`src/rtl/mem_arbiter.sv`:
```
// Round-robin arbiter funnelling NUM_CH requesters onto one memory port.
// Only one transaction is in flight at a time. Faults are answered without touching memory.
module mem_arbiter #(
    parameter int unsigned NUM_CH    = 3,
    parameter int unsigned ADDR_W    = 32,
    parameter int unsigned DATA_W    = 32,
    parameter int unsigned MEM_BYTES = 65536,
    parameter int unsigned TIMEOUT   = 64
) (
    input  logic                       CLK,
    input  logic                       RESET,
    input  logic [NUM_CH-1:0]          req_valid,
    output logic [NUM_CH-1:0]          req_ready,
    input  logic [NUM_CH-1:0]          req_we,
    input  logic [NUM_CH*ADDR_W-1:0]   req_addr,
    input  logic [NUM_CH*DATA_W-1:0]   req_wdata,
    output logic [NUM_CH-1:0]          rsp_valid,
    output logic [DATA_W-1:0]          rsp_data,
    output logic                       rsp_exc_valid,
    output logic [3:0]                 rsp_exc_code,
    output logic                       mem_req_valid,
    input  logic                       mem_req_ready,
    output logic                       mem_we,
    output logic [ADDR_W-1:0]          mem_addr,
    output logic [DATA_W-1:0]          mem_wdata,
    input  logic                       mem_rsp_valid,
    input  logic [DATA_W-1:0]          mem_rsp_data
);

    localparam int unsigned CH_W  = $clog2(NUM_CH);
    localparam int unsigned CNT_W = $clog2(TIMEOUT + 1);

    typedef enum logic [1:0] {IDLE, ISSUE, WAIT, RESP} state_t;

    state_t              state, state_nxt;
    logic [CH_W-1:0]     last_grant, grant, cur_ch;
    logic                any_req;
    int unsigned         idx;
    logic [ADDR_W-1:0]   sel_addr, cur_addr;
    logic [DATA_W-1:0]   sel_wdata, cur_wdata, rsp_data_r;
    logic                sel_we, cur_we;
    logic                misaligned, out_of_range, accept_exc;
    logic [3:0]          accept_code, code_r;
    logic                exc_r;
    logic [CNT_W-1:0]    cnt;
    logic                timed_out;

    function automatic logic [3:0] fault_code(input logic misal, input logic we, input logic fetch);
        if (misal) return we ? 4'd6 : (fetch ? 4'd0 : 4'd4);
        return we ? 4'd7 : (fetch ? 4'd1 : 4'd5);
    endfunction

    // Search starts one past the last winner so every channel gets a turn.
    always_comb begin
        grant   = last_grant;
        any_req = 1'b0;
        idx     = 0;
        for (int unsigned i = 1; i <= NUM_CH; i++) begin
            idx = 32'(last_grant) + i;
            if (idx >= NUM_CH) idx = idx - NUM_CH;
            if (!any_req && req_valid[CH_W'(idx)]) begin
                any_req = 1'b1;
                grant   = CH_W'(idx);
            end
        end
    end

    always_comb begin
        sel_addr     = req_addr[grant*ADDR_W +: ADDR_W];
        sel_wdata    = req_wdata[grant*DATA_W +: DATA_W];
        sel_we       = req_we[grant];
        misaligned   = sel_addr[1:0] != 2'b00;
        out_of_range = 64'(sel_addr) >= 64'(MEM_BYTES);
        accept_exc   = misaligned || out_of_range;
        accept_code  = accept_exc ? fault_code(misaligned, sel_we, grant == '0) : 4'd0;
    end

    assign timed_out = cnt >= CNT_W'(TIMEOUT - 1);

    always_comb begin
        state_nxt = state;
        req_ready = '0;
        case (state)
            IDLE: begin
                if (any_req && RESET) begin
                    req_ready[grant] = 1'b1;
                    state_nxt = accept_exc ? RESP : ISSUE;
                end
            end
            ISSUE: begin
                if (timed_out)          state_nxt = RESP;
                else if (mem_req_ready) state_nxt = WAIT;
            end
            WAIT: begin
                // A response landing on the final cycle still counts as completion.
                if (mem_rsp_valid || timed_out) state_nxt = RESP;
            end
            default: state_nxt = IDLE;
        endcase
    end

    always_ff @(posedge CLK or negedge RESET) begin
        if (!RESET) begin
            state      <= IDLE;
            last_grant <= CH_W'(NUM_CH - 1);
            cnt        <= '0;
            cur_ch     <= '0;
            cur_addr   <= '0;
            cur_wdata  <= '0;
            cur_we     <= 1'b0;
            exc_r      <= 1'b0;
            code_r     <= '0;
            rsp_data_r <= '0;
        end else begin
            state <= state_nxt;
            case (state)
                IDLE: begin
                    if (any_req) begin
                        cur_ch     <= grant;
                        cur_addr   <= sel_addr;
                        cur_wdata  <= sel_wdata;
                        cur_we     <= sel_we;
                        last_grant <= grant;
                        cnt        <= '0;
                        exc_r      <= accept_exc;
                        code_r     <= accept_code;
                        rsp_data_r <= '0;
                    end
                end
                ISSUE: begin
                    cnt <= cnt + 1'b1;
                    if (timed_out) begin
                        exc_r  <= 1'b1;
                        code_r <= fault_code(1'b0, cur_we, cur_ch == '0);
                    end
                end
                WAIT: begin
                    cnt <= cnt + 1'b1;
                    if (mem_rsp_valid) begin
                        rsp_data_r <= cur_we ? '0 : mem_rsp_data;
                    end else if (timed_out) begin
                        exc_r  <= 1'b1;
                        code_r <= fault_code(1'b0, cur_we, cur_ch == '0);
                    end
                end
                default: ;
            endcase
        end
    end

    assign mem_req_valid = state == ISSUE;
    assign mem_we        = mem_req_valid & cur_we;
    assign mem_addr      = mem_req_valid ? cur_addr  : '0;
    assign mem_wdata     = mem_req_valid ? cur_wdata : '0;

    always_comb begin
        rsp_valid = '0;
        if (state == RESP) rsp_valid[cur_ch] = 1'b1;
    end

    assign rsp_exc_valid = (state == RESP) & exc_r;
    assign rsp_exc_code  = (state == RESP) ? code_r : '0;
    assign rsp_data      = (state == RESP && !exc_r) ? rsp_data_r : '0;

endmodule

```
`config.mk`:
```
export PLATFORM = sky130hd
export DESIGN_NAME = mem_arbiter
export DESIGN_NICKNAME = d
export VERILOG_FILES = /design/src/rtl/mem_arbiter.sv
export SDC_FILE = /design/constraint.sdc
export NUM_CORES = 1
export LEC_CHECK = 0
export BUFFER_PORTS_ARGS = -buffer_cell sky130_fd_sc_hd__buf_2
export CAP_MARGIN = 40
export CORE_MARGIN = 5
export CORE_UTILIZATION = 42
export CTS_CLUSTER_SIZE = 24
export DETAILED_ROUTE_END_ITERATION = 8
export PLACE_DENSITY = 0.77
export SLEW_MARGIN = 20
export SYNTH_ARGS = -nofsm -noshare
export SYNTH_HDL_FRONTEND = slang
export SYNTH_SLANG_ARGS = --single-unit
```
`constraint.sdc`:
```
create_clock -name CLK -period 2.87 [get_ports CLK]
set_input_delay 0.4305 -clock CLK [delete_from_list [all_inputs] [get_ports CLK]]
set_output_delay 0.4305 -clock CLK [all_outputs]
set_load 0.05 [all_outputs]
```
==> results.json, run 1 <==
{
  "status": "complete, but fails checks",
  "violations": "setup timing",
  "start_util_pct": 42.4,
  "first_pass_iters": 5,
  "ys_seq_area_share_pct": 40.7,
  "synthAdderAreaFrac_pct": 1.62,
  "cts_tree": "done",
  "grt-ovfl-total": 0,
  "max_cap_viol_count": 0,
  "grt_max_degree": 65,
  "dieArea_um2": 19200,
  "max_slew_margin_pct": 65.9,
  "grt_pass1_vias": 7789,
  "antenna_found_initial": 14,
  "startpoint_type": "flip-flop",
  "core-area_um2": 16400,
  "synth_nets": 1188,
  "finalWorstSetupSlack_ns": -0.427,
  "die_w_um": 139,
  "timing.final.crit_share_pct": 115,
  "tightest_slew_ns": 0.512,
  "slew_violations": 0,
  "synthSimpleGateAreaFrac_pct": 30.3,
  "synthTopCellsByArea": "dfrtp_1 (40%), nand2_1 (15%), a21oi_1 (10%)",
  "grt_pass1_wl_mm": 40.5,
  "synthXorXnorAreaFrac_pct": 0.126,
  "synth_seq_cells": 113,
  "crit_required_ns": 2.44,
  "clkSlewWorstSetupHoldPaths_ns": 0.05,
  "hold_path.class": "input port to flip-flop",
  "clk_path_buf_depth": 2,
  "synth_common_cells": "nand2_1 (273), a21oi_1 (142), dfrtp_1 (112)",
  "via_per_inst": 5.47,
  "async_reset_ff_share_pct": 100,
  "cts.sinks": 113,
  "setup_tns_ns": -10.45,
  "rows": 47,
  "vias": 8718,
  "numPortBuffers": 341,
  "antenna_left": 0,
  "wirelength_mm": 30.8,
  "end_kind": "output port",
  "post_drt_wl_per_cell_um": 19.3,
  "hold_viol": 0,
  "syn_avg_cell_area_um2": 7.36,
  "fmax_ghz": 0.303,
  "synth.cell_area_um2": 6960,
  "synth_top_area_share_pct": 40.3,
  "dp_hpwl_mm": 19.4,
  "grt_usage_pct": 26.0,
  "power.density_nw_per_um2": 1530,
  "stdcell_count": 1594,
  "drc_errors": 0,
  "fin_nets": 1595,
  "globalplace.congestion": 0.916,
  "synthFlopType": "dfrtp_1",
  "synth_cells": 945,
  "crit_type": "flip-flop to output port",
  "cts_made_buffers": 17,
  "area_growth_pct": 60.8,
  "rsz0062_at_grt": "true",
  "fin_crit_ns": 3.30,
  "synthMuxAreaShare_pct": 1.56,
  "dp.cells": 1479,
  "synth_edf_count": 0,
  "drive_gt1_share_pct": 40.9,
  "cp.arrival_ns": 2.87,
  "cellLeakagePower_nw": 5.72,
  "drt_iter0_markers": 663,
  "regToRegSetupSlack_ns": -0.34,
  "synth.most_common_cell": "nand2_1",
  "r2r_cells": 12,
  "synth_top_area_cell": "dfrtp_1",
  "cts_root_buf": "clkbuf_16",
  "peakVddDrop_mv": 0.874,
  "setup_viol": 105,
  "pin_count": 343,
  "synth_compound_area_share_pct": 21.0,
  "hold_depth": 3,
  "htreeDepth": 4,
  "clk_latency_ns": 0.42,
  "crit_fanout": 4,
  "synth_top_family_by_area": "simple AND/OR/NAND/NOR gates",
  "yosysWarnings": 0,
  "fin_skew_ns": 0.00906,
  "synth_cell_types": 53,
  "die_h_um": 139
}
==> cell usage in the layout (no fill, tap or decap), drive strengths merged, types with 3 or more instances in the layout <==
cell and n:
nand2 273, nor3 9, diode 11, nor4 8, nand3 7, and2 105, nand4 8, a31oi 3
o21ai 105, mux2i 6, mux2 4, a21oi 142, clkbuf 40, nand2b 7, o211ai 4, clkinv 3
ha 9, nor2 22, o221ai 4, inv 10, clkinvlp 5, nor2b 4, and3 3, dfrtp 112
buf 437
==> critical path: stages (launching register included) <==
cell and delay [ns]:
dfstp_2 0.56, inv_2 0.06, ha_4 0.27, mux2_4 0.29
mux2_4 0.27, or3_4 0.40, and2_4 0.18, nor2_4 0.09
and3_4 0.20, buf_12 0.14
==> report_power, final <==
group | switching (mW) | total (mW) | leakage, nW | internal, mW
clock | 0.772 | 2.08 | 0.266 | 1.31
sequential | 0.430 | 2.76 | 1.46 | 2.33
combinational | 6.81 | 12.2 | 4.00 | 5.42
==> cells by family after synthesis <==
| family | after synthesis |
|---|---|
| compound gates | 274 |
| simple gates | 455 |
| xor+xnor | 1 |
| mux | 10 |
| buf+inv | 82 |
| fa+ha+maj | 9 |
| flops | 113 |
| other cells | 1 |
==> what timing repair did <==
item / 4_1_cts / 5_1_grt
setup buffers: 12 / 35
pin swaps: 7 / 15
hold endpoints to repair: 19 / 0
hold buffers: 1 / 0
endpoints found under the setup margin: 46 / 105
cloned: 0 / 33
resized for setup: 20 / 183
==> routing by layer <==
layer	track usage [%]	part of all wire, %	routed length, µm
met5	0	0.22	68
met4	11.8	4.2	1300
met3	9.17	9.2	2840
met2	43.5	50	15400
met1	30.0	36	11200
==> stage by stage <==
| stage | instance area [µm²] | util (%) | power [mW] | worst slack [ns] | hold WS (ns) |
|---|---|---|---|---|---|
| after floorplan | 7020 | - | 8.37 | -0.195 | 0.135 |
| after global placement | 9150 | 55.8 | 10.6 | -0.0571 | 0.367 |
| after detailed placement | 9150 | 55.8 | 10.8 | -0.150 | 0.363 |
| after CTS | 9900 | 60.4 | 13.4 | -0.378 | 0.242 |
| after global routing | 11200 | 68.1 | 18.0 | -0.477 | 0.236 |
| final | 11200 | 68.2 | 17.1 | -0.427 | 0.243 |
==> worst paths after layout <==
kind	startpoint	end
worst min-delay path	mem_rsp_data[5]	rsp_data_r[5]
max in group asynchronous	RESET	cur_wdata[26]
worst max-delay path	last_grant[1]	req_ready[2]
worst min register to register	cur_addr[26]	cur_addr[26]
worst max register to register	last_grant[1]	code_r[1]
min in group asynchronous	RESET	last_grant[0]
==> layout make-up <==
cell class | count | area, µm²
clock buffer | 20 | 457
timing repair buffer | 458 | 3310
multi-input combinational | 752 | 4130
antenna | 11 | 27.5
inverter | 10 | 37.5
fill | 1340 | 5220
sequential | 113 | 2830
tap | 220 | 275
clock inverter | 10 | 113
==> state kept, by name, indices dropped and copies added (netlist names), 2 cells and up <==
name        flops
state           2
cur_wdata      32
cur_addr       32
cnt             7
last_grant      2
code_r          3
rsp_data_r     32
No activity file was read; power rests on OpenSTA's default activity.
==> inputs of run 2 (changes only) <==
--- a/config.mk
+++ b/config.mk
@@ -12,6 +12,7 @@
 export CTS_CLUSTER_SIZE = 24
 export DETAILED_ROUTE_END_ITERATION = 8
 export PLACE_DENSITY = 0.77
+export SETUP_SLACK_MARGIN = 0.5
 export SLEW_MARGIN = 20
 export SYNTH_ARGS = -nofsm -noshare
 export SYNTH_HDL_FRONTEND = slang
==> run 2 against run 1 <==
Critical endpoint unchanged. The run still ends with setup timing left. Combinational power increased by 17%. Via count increased by 3.7%. Flip-flop and latch count unchanged. Critical path type unchanged. Largest power group unchanged.
==> results.json, run 2 (synthesis gave the netlist of run 1 again) <==
{
  "total_power_mw": 19.2,
  "switchingPower_mw": 8.74,
  "start_util_pct": 42.4,
  "core-area_um2": 16400,
  "crit_required_ns": 2.44,
  "timing.final.crit_share_pct": 112,
  "via_per_inst": 5.62,
  "grt_usage_pct": 31.2,
  "htreeDepth": 4,
  "nFillCells": 1179,
  "worst_path_largest_cell_delay_ns": 0.54,
  "cp.arrival_ns": 2.78,
  "cts_root_buf": "clkbuf_16",
  "setup_viol": 107,
  "fin_skew_ns": 0.0106,
  "seq_power_share_pct": 14.5,
  "startpoint_type": "flip-flop",
  "placed_area_um2": 9200,
  "switching_share_pct": 45.6,
  "antenna_found_initial": 2,
  "pin_count": 343,
  "fmax_ghz": 0.312,
  "comb_power_share_pct": 74.6,
  "grt_use_met1_pct": 35.5,
  "antenna_left": 0,
  "stdcell_count": 1608,
  "r2r_cells": 15,
  "hold_path.class": "input port to flip-flop",
  "cellLeakagePower_nw": 6.03,
  "final_util_pct": 72.6,
  "grt_pass1_vias": 8894,
  "clk_path_buf_depth": 2,
  "cts_tree": "done",
  "crit_fanout": 3,
  "final_common_cell": "buf_2",
  "grt_pass1_wl_mm": 47.6,
  "path_delay_family": "simple AND/OR/NAND/NOR gates",
  "path_buf_inv": 2,
  "final_area_um2": 11900,
  "intPower_mw": 10.4,
  "grt.busiest_layer": "met2",
  "first_pass_iters": 6,
  "die_h_um": 139,
  "regArea_um2": 2830,
  "dp_hpwl_mm": 19.3,
  "drive_gt1_share_pct": 44.5,
  "fin_crit_ns": 3.21,
  "rows": 47,
  "dieArea_um2": 19200,
  "setup_tns_ns": -16.02,
  "max_cap_viol_count": 0,
  "cts.sinks": 113,
  "clkSlewWorstSetupHoldPaths_ns": 0.06,
  "cts_made_buffers": 17,
  "end_kind": "output port",
  "fin_nets": 1618,
  "area_growth_pct": 71.1,
  "post_drt_wl_per_cell_um": 20.2,
  "grt_max_degree": 64,
  "grt-ovfl-total": 0,
  "slew_violations": 0,
  "wirelength_mm": 32.5,
  "peakVddDrop_mv": 0.953,
  "numPortBuffers": 341,
  "n_antenna_cell": 0,
  "top_regs": "cur_addr x32, cur_wdata x32, rsp_data_r x32",
  "vias": 9042,
  "cp_num_cells": 9,
  "drt_iter0_markers": 714,
  "cp_cell_sequence": "inv_2 -> ha_4 -> mux2_4 -> mux2_4 -> or3_4 -> and2_4 -> nor2_4 -> and3_4 -> buf_8",
  "finalWorstSetupSlack_ns": -0.340,
  "status": "complete, but fails checks",
  "die_w_um": 139,
  "worst_path_most_repeated_cell": "mux2_4",
  "layout_common_cells": "buf_2 (330), nand2_1 (257), a21oi_1 (129)",
  "globalplace.congestion": 0.920,
  "hold_depth": 3,
  "multi_input_comb_area_um2": 4320,
  "rsz0062_at_grt": "true",
  "power.density_nw_per_um2": 1610,
  "use_met2_pct": 54.9,
  "p_clk_share_pct": 10.9,
  "drc_errors": 0,
  "slowest_stage": "dfstp_2",
  "clk_latency_ns": 0.42,
  "violations": "setup timing",
  "dp.cells": 1485,
  "crit_type": "flip-flop to output port",
  "hold_viol": 0,
  "globalRouteMet3Util_pct": 8.31
}
[run 2: power by group through the flow]
stage	Combinational (mW)	Sequential (mW)	Clock (mW)
floorplan	5.88	2.61	0
global placement	8.06	2.71	0
detailed placement	8.23	2.74	0
CTS	13.1	2.74	2.09
global route	15.1	2.85	2.16
finish	14.3	2.79	2.09
[run 2: path summary, 6_finish.rpt]
path	start	slack, ns	end
min reg2reg	cur_wdata[13]	0.47	cur_wdata[13]
max reg2reg	last_grant[1]	-0.24	rsp_data_r[14]
min	mem_rsp_data[7]	0.23	rsp_data_r[7]
max	last_grant[1]	-0.34	req_ready[2]
max in group asynchronous	RESET	1.56	state[1]
min in group asynchronous	RESET	0.47	cur_addr[26]
[run 2: area by class of cell]
cell class | instances | area share, %
Clock buffer | 19 | 3.63
Clock inverter | 13 | 1.17
Inverter | 10 | 0.315
Multi-Input combinational cell | 750 | 36.2
Sequential cell | 113 | 23.8
Tap cell | 220 | 2.31
Timing Repair Buffer | 483 | 32.6
[run 2: per-stage QoR]
step	hold slack (ns)	worst slack, ns
CTS	0.229	-0.306
global route	0.244	-0.408
global placement	0.342	0.0241
detailed placement	0.342	-0.0841
finish	0.235	-0.340
floorplan	0.135	-0.195
[run 2: routing by layer]
layer | vias to the layer above | wire [µm] | part of all wire, %
met2 | 600 | 16400 | 51
met1 | 4266 | 11700 | 36
met4 | 2 | 1400 | 4.3
li1 | 4060 | - | -
met5 | - | 11 | 0.034
met3 | 114 | 3020 | 9.3
[run 2: worst min-delay path: cells and delay by family]
| kind | cells | cell delay, ns |
|---|---|---|
| compound gates | 1 | 0.05 |
| simple gates | 1 | 0.05 |
| buf+inv | 1 | 0.10 |
[run 2: timing repair]
action / CTS / global route
buffers inserted: 44 / 14
hold buffers: 1 / 0
pin swaps: 18 / 10
gates cloned: 29 / 2
setup endpoints to repair: 154 / 196
hold endpoints to repair: 15 / 0
resized for setup: 181 / 86
